--- src/rtl/io_regfile.sv ---
// Register file with a prescaled ADC sample register, a ready/overrun status register
// and a registered debug view. Define IO_REGFILE_BYPASS_EN for same-cycle write-to-read forwarding.
module io_regfile #(
    parameter int WIDTH    = 32,
    parameter int DEPTH    = 32,
    parameter int ADC_W    = 8,
    parameter int ADC_REG  = 1,
    parameter int RDY_REG  = 8,
    parameter int PRESCALE = 500
) (
    input  logic                     clock,
    input  logic                     ctrl_reset_n,
    input  logic                     ctrl_writeEnable,
    input  logic [$clog2(DEPTH)-1:0] ctrl_writeReg,
    input  logic [$clog2(DEPTH)-1:0] ctrl_readRegA,
    input  logic [$clog2(DEPTH)-1:0] ctrl_readRegB,
    input  logic [WIDTH-1:0]         data_writeReg,
    input  logic [ADC_W-1:0]         adc_in,
    output logic [WIDTH-1:0]         data_readRegA,
    output logic [WIDTH-1:0]         data_readRegB,
    output logic [15:0]              testing
);

    localparam int AW = $clog2(DEPTH);
    localparam int PW = $clog2(PRESCALE);
    localparam int TW = (WIDTH < 16) ? WIDTH : 16;
    localparam logic [AW-1:0] ADC_IDX = AW'(ADC_REG);
    localparam logic [AW-1:0] RDY_IDX = AW'(RDY_REG);
    localparam logic [PW-1:0] CNT_MAX = PW'(PRESCALE - 1);

    logic [WIDTH-1:0] regs_q [DEPTH];
    logic [WIDTH-1:0] regs_d [DEPTH];
    logic [ADC_W-1:0] sync1_q, sync2_q;
    logic [PW-1:0]    cnt_q, cnt_d;
    logic [15:0]      testing_q, testing_d;
    logic [WIDTH-1:0] sample_ext;
    logic             tick;
    logic             wr_rdy;
    logic             ready_n, ovr_n;

    function automatic logic is_general(input logic [AW-1:0] a);
        return (a != '0) && (a != ADC_IDX) && (a != RDY_IDX);
    endfunction

    always_comb begin
        tick       = (cnt_q == CNT_MAX);
        cnt_d      = tick ? '0 : cnt_q + 1'b1;
        sample_ext = '0;
        sample_ext[ADC_W-1:0] = sync2_q;

        regs_d = regs_q;
        for (int i = 0; i < DEPTH; i++) begin
            if (ctrl_writeEnable && (ctrl_writeReg == AW'(i)) && is_general(AW'(i))) begin
                regs_d[i] = data_writeReg;
            end
        end
        regs_d[0] = '0;

        if (tick) begin
            regs_d[ADC_REG] = sample_ext;
        end

        // A tick always wins over a clearing write; overrun uses the pre-edge ready.
        wr_rdy  = ctrl_writeEnable && (ctrl_writeReg == RDY_IDX);
        ready_n = (regs_q[RDY_REG][0] & ~(wr_rdy & ~data_writeReg[0])) | tick;
        ovr_n   = (regs_q[RDY_REG][1] & ~(wr_rdy & ~data_writeReg[1]))
                  | (tick & regs_q[RDY_REG][0]);
        regs_d[RDY_REG]    = '0;
        regs_d[RDY_REG][0] = ready_n;
        regs_d[RDY_REG][1] = ovr_n;

        testing_d = '0;
        testing_d[TW-1:0] = regs_q[ADC_REG][TW-1:0];
    end

    always_ff @(posedge clock or negedge ctrl_reset_n) begin
        if (!ctrl_reset_n) begin
            for (int i = 0; i < DEPTH; i++) begin
                regs_q[i] <= '0;
            end
            sync1_q   <= '0;
            sync2_q   <= '0;
            cnt_q     <= '0;
            testing_q <= '0;
        end else begin
            regs_q    <= regs_d;
            sync1_q   <= adc_in;
            sync2_q   <= sync1_q;
            cnt_q     <= cnt_d;
            testing_q <= testing_d;
        end
    end

    always_comb begin
        data_readRegA = regs_q[ctrl_readRegA];
        data_readRegB = regs_q[ctrl_readRegB];
`ifdef IO_REGFILE_BYPASS_EN
        // Forward only general registers; r0 and the status/sample registers never bypass.
        if (ctrl_writeEnable && (ctrl_writeReg == ctrl_readRegA) && is_general(ctrl_readRegA)) begin
            data_readRegA = data_writeReg;
        end
        if (ctrl_writeEnable && (ctrl_writeReg == ctrl_readRegB) && is_general(ctrl_readRegB)) begin
            data_readRegB = data_writeReg;
        end
`endif
    end

    assign testing = testing_q;

endmodule

--- config.mk ---
export PLATFORM = sky130hd
export DESIGN_NAME = io_regfile
export DESIGN_NICKNAME = d
export VERILOG_FILES = /design/src/rtl/io_regfile.sv
export SDC_FILE = /design/constraint.sdc
export NUM_CORES = 2
export LEC_CHECK = 0
export ABC_AREA = 1
export BUFFER_PORTS_ARGS = -buffer_cell sky130_fd_sc_hd__buf_4
export CORE_UTILIZATION = 50
export DETAILED_ROUTE_END_ITERATION = 10
export MAX_ROUTING_LAYER = met4
export PLACE_DENSITY_LB_ADDON = 0.15
export SLEW_MARGIN = 20
export SYNTH_ARGS = -nofsm -noshare
export SYNTH_HDL_FRONTEND = slang
export SYNTH_SLANG_ARGS = --single-unit
--- constraint.sdc ---
create_clock -name clock -period 2.25 [get_ports clock]
set_input_delay 0.5625 -clock clock [delete_from_list [all_inputs] [get_ports clock]]
set_output_delay 0.5625 -clock clock [all_outputs]
set_load 0.02 [all_outputs]
After elaboration in Yosys (flattened, before gate mapping). Index checks and enable logic that the tools add are counted.

Register bits: 971. Input bits: 58. Word-level logic and storage cells: 119.

Add/subtract/negate cells: 1. Order comparisons: 2. Equality and inequality tests: 31. Mux-type cells: 7. Bitwise gates (word level): 13. Reductions and logical operators: 30.

Operators with widths (number): binary-select mux 32 bit (select 5 bit) (2); two-way mux 32 bit (4); equality test 5 bit (second input constant) (16); equality test 5 x 4 -> 1 bit (second input constant) (8); logical AND 1 bit (30); equality test 5 x 3 -> 1 bit (second input constant) (4); greater-or-equal comparator 6 bit (second input constant) (2); inverter 5 -> 6 bit (2); equality test 5 x 2 -> 1 bit (second input constant) (2); adder 9 x 1 -> 9 bit (second input constant) (1); equality test 9 bit (second input constant) (1); two-way mux 9 bit (1); AND 1 bit (5); inverter 1 bit (4); bitwise OR 1 bit (2).

Logic depth before layout (Yosys ltp).
Depth after elaboration: 6. Mapped depth: 13.

Least setup slack after synthesis. Ideal clock, no wire load.

Path kind: input-to-output. Start: input ctrl_readRegB[2]. End: output data_readRegB[9]. Data arrival time: 1.676 ns. Path slack: 0.012 ns. Stages: 7. Path buffers: 3. Cell sequence: buf_2 -> clkbuf_1 -> clkbuf_1 -> nand4_1 -> nand3_1 -> nand3_1 -> nand2_1.

Longest elaborated chain between the ends: 4.

Ends and longest elaborated chain: from (decl) (line 16) `input logic [$clog2(DEPTH)-1:0] ctrl_readRegB,`; inverter 5 -> 6 bit (implied by the code) (line 96) `data_readRegB = regs_q[ctrl_readRegB];`; binary-select mux 32 bit (select 5 bit) (line 96); two-way mux 32 bit (implied by the code) (2 in a row) (line 96); to (decl) (line 20) `output logic [WIDTH-1:0] data_readRegB,`.

Every way passes these cells. The select of a mux whose other input is x is not followed.

Worst setup path after layout.
Start: input ctrl_readRegB[1]. End: output data_readRegB[6].

Same word-level chain as after synthesis.

==> flow_metrics.env <==
export IMPL_synth_distinct_cells=24
export IMPL_final_hold_viol_count=0
export IMPL_worst_slack_ns=-0.3686
export IMPL_crit_top_cell="buf_12"
export IMPL_grt_pass1_wl_um=331100
export IMPL_syn_inst=7859
export IMPL_synth_xor_area_share_pct=0.01624
export IMPL_syn_area_mm2=0.05394
export IMPL_grt_max_degree=86
export IMPL_crit_buf_inv=6
export IMPL_ys_seq_elements=971
export IMPL_layout_drive_gt1_share_pct=18.22
export IMPL_drt_total_wl_um=223800
export IMPL_grt_setup_unrepaired="true"
export IMPL_area_growth_pct=26.50
export IMPL_start_util_pct=50.38
export IMPL_status="finished with violations"
export IMPL_cts_made_buffers=109
export IMPL_cts_buffer_depth=3
export IMPL_rr_startpoint="cnt_q[4]$_DFF_PN0_"
export IMPL_finalSetupViolCount=64
export IMPL_rows=120
export IMPL_initialDrtViolationCount=8076
export IMPL_synth_adder_area_share_pct=0.02320
export IMPL_antenna_found_initial=3
export IMPL_ios=138
export IMPL_leakage_nw=33.56
export IMPL_r2r_setup_slack_ns=0.64
export IMPL_p_total_mw=54.76
export IMPL_path_delay_family="buffers and inverters"
export IMPL_clock_latency_ns=0.71
export IMPL_cts_tree="done"
export IMPL_via_per_inst=6.008
export IMPL_dp_cells=9237
export IMPL_period_minus_slack_ns=2.619
export IMPL_worstSetupEndpointType="output pin"
export IMPL_dieHeight_um=330.4
export IMPL_start_kind="primary input"
export IMPL_grt_pass1_vias=53402
export IMPL_powerDensity_mw_per_mm2=802.6
export IMPL_crit_chain="buf_12, nor2_4, buf_8, buf_12, buf_12, nand2_2, nand3_1, nand3_1, nand2_1, nand2_1, nand2_2, buf_12, buf_12"
export IMPL_finalNonFillerCells=9562
export IMPL_yosysTopAreaCell="dfrtp_1"
export IMPL_ir_worst_vdd_mv=0.6994
export IMPL_crit_arrival_ns=2.06
export IMPL_crit_fanout=7
export IMPL_synthTopCellsByArea="dfrtp_1 45%, nand2_1 20%, nand3_1 12%"
export IMPL_grt_overflow=0
export IMPL_cts_root_buffer="clkbuf_16"
export IMPL_vias=57451
export IMPL_numPortBuffers=129
export IMPL_report_final_slew_viol_count=0
export IMPL_min_path_type="in2reg"
export IMPL_ff2ff_path_depth=8
export IMPL_rr_endpoint="regs_q[965]$_DFFE_PN0N_"
export IMPL_gp_congestion=0.9594
export IMPL_violations="design-rule violations, negative setup slack"
export IMPL_cap_violations=0
export IMPL_cp_slowest_cell="buf_12"
export IMPL_cts_sinks=971
export IMPL_synthSimpleGateAreaFrac_pct=34.11
export IMPL_critPathKind="in2out"
export IMPL_crit_cells=13
export IMPL_synth_warnings=0
export IMPL_fin_skew_ns=0.006559
export IMPL_startpoint="ctrl_readRegB[1]"
export IMPL_firstDrtPassIters=11
export IMPL_drc_errors=2
export IMPL_synth_top_family_by_area="simple AND/OR/NAND/NOR gates"
export IMPL_tightest_slew_ns=0.6076
export IMPL_die_w_um=330.4
export IMPL_ant_nets=0
export IMPL_track_usage_pct=41.37
export IMPL_hpwl_um=136900
export IMPL_synth_area_mux_share_pct=0
export IMPL_num_nets_final=8121
export IMPL_htreeDepth=3
export IMPL_cp_slowest_stage_delay_ns=0.19
export IMPL_wire_per_inst_um=23.41
export IMPL_synth_top_area_share_pct=45.05
export IMPL_crit_required_ns=1.69
export IMPL_period_share_pct=116.4
export IMPL_endpoint="data_readRegB[6]"
export IMPL_clk_pin_slew_ns=0.06
export IMPL_synth_compound_area_share_pct=10.91
export IMPL_die_area_mm2=0.1092
export IMPL_clock_fmax_mhz=381.9
export IMPL_ys_seq_area_share_pct=45.05
export IMPL_syn_area_per_cell_um2=6.863
export IMPL_slew_headroom_pct=59.49
export IMPL_core_region_area_mm2=0.1071
cell families after synthesis:
logic type	after synthesis
simple gates	4394
buf+inv	1340
compound gates	1151
flops	971
xor+xnor	1
fa+ha+maj	1
other cells	1
tightest hold or removal path, delay by kind of cell:
kind | cells | cell delay [ns]
buffers and inverters | 1 | 0.13
and+or+nand+nor | 1 | 0.06
AOI/OAI and AO/OA | 1 | 0.10
state kept, by name (all words and copies together) (netlist names):
| signal | flops |
|---|---|
| cnt_q | 9 |
| regs_q | 938 |
| sync1_q | 8 |
| sync2_q | 8 |
| testing | 8 |
metrics by stage:
stage	util (%)	setup TNS [ns]	instance area [um^2]	hold slack [ns]	worst slack, ns
3_5_place_dp	56.44	-21.03	60430	0.3355	-0.4537
6_report	63.73	-18.10	68230	0.1766	-0.3686
2_1_floorplan	-	0	53960	0.2669	0.01185
3_3_place_gp	56.44	-20.34	60430	0.3313	-0.4586
4_1_cts	61.96	-17.54	66330	0.1357	-0.3419
5_1_grt	63.73	-21.26	68220	0.1882	-0.4018
worst min-delay path by stage:
stage | startpoint | endpoint | slack, ns | cells after the start
detailed placement | sync1_q[1]$_DFF_PN0_ | sync2_q[1]$_DFF_PN0_ | 0.34 | 0
CTS | data_writeReg[0] | regs_q[736]$_DFF_PN0_ | 0.14 | 3
global placement | sync1_q[1]$_DFF_PN0_ | sync2_q[1]$_DFF_PN0_ | 0.33 | 0
finish | data_writeReg[0] | regs_q[736]$_DFF_PN0_ | 0.18 | 3
floorplan | ctrl_reset_n | cnt_q[0]$_DFF_PN0_ | 0.27 | 0
global route | data_writeReg[0] | regs_q[736]$_DFF_PN0_ | 0.19 | 3
synth_stat cells:
cell         n
o211ai_1    48
conb_1       1
nand3_1   1290
buf_4       20
nor2_2       7
o21ai_0    896
nor2_1      52
and3_1       1
nand2_1   2935
buf_2      181
ha_1         1
nor3_1       2
inv_2        8
buf_1       54
clkbuf_1   406
o21ai_1     38
xnor2_1      1
nand4_1     94
o31ai_1      1
or2_1        1
a21oi_1    168
nand2_2     12
dfrtp_1    971
inv_1      671
report_power, final:
group          switching, mW  internal (mW)
clock network           7.72           11.5
logic                   7.86           4.97
registers               2.11           20.6
layout by cell type (no fill, tap or decap), types with 22 or more instances in the layout:
master     count
o21ai_0      896
nor2_1        49
a21oi_1      163
o211ai_1      48
inv_2         98
buf_6         91
clkbuf_8      26
nand2_1     2684
o21ai_1       38
dfrtp_1      963
nand3_1     1117
nand2_4       68
buf_4        383
clkbuf_16    127
buf_12       213
inv_1        572
nand4_1       94
nand3_2      169
nand2_2      195
clkinv_2      22
what timing repair did:
item / CTS / global route
setup buffers: 40 / 49
hold buffers: 9 / 0
pin swaps: 139 / 185
endpoints found under the setup margin: 64 / 64
hold endpoints to repair: 19 / 0
gates resized for setup: 369 / 364
gates cloned: 15 / 14
cell type report:
type | count | area (um^2)
fill | 9348 | 38820
multi-input combinational | 5555 | 26250
sequential | 971 | 24310
timing repair buffer | 746 | 9453
clock buffer | 158 | 3257
inverter | 679 | 2591
tap | 1403 | 1755
clock inverter | 45 | 604.3
antenna | 5 | 12.51
per-layer routing:
metal  wire [um]  vias to the layer above  track usage (%)
li1            -                    25601                -
met1       87230                    27189            54.29
met2       96590                     3831            60.14
met3       27400                      830            9.810
met4       12610                        0            19.83
met5           0                        -                -
(Power assumes the default switching activity.)
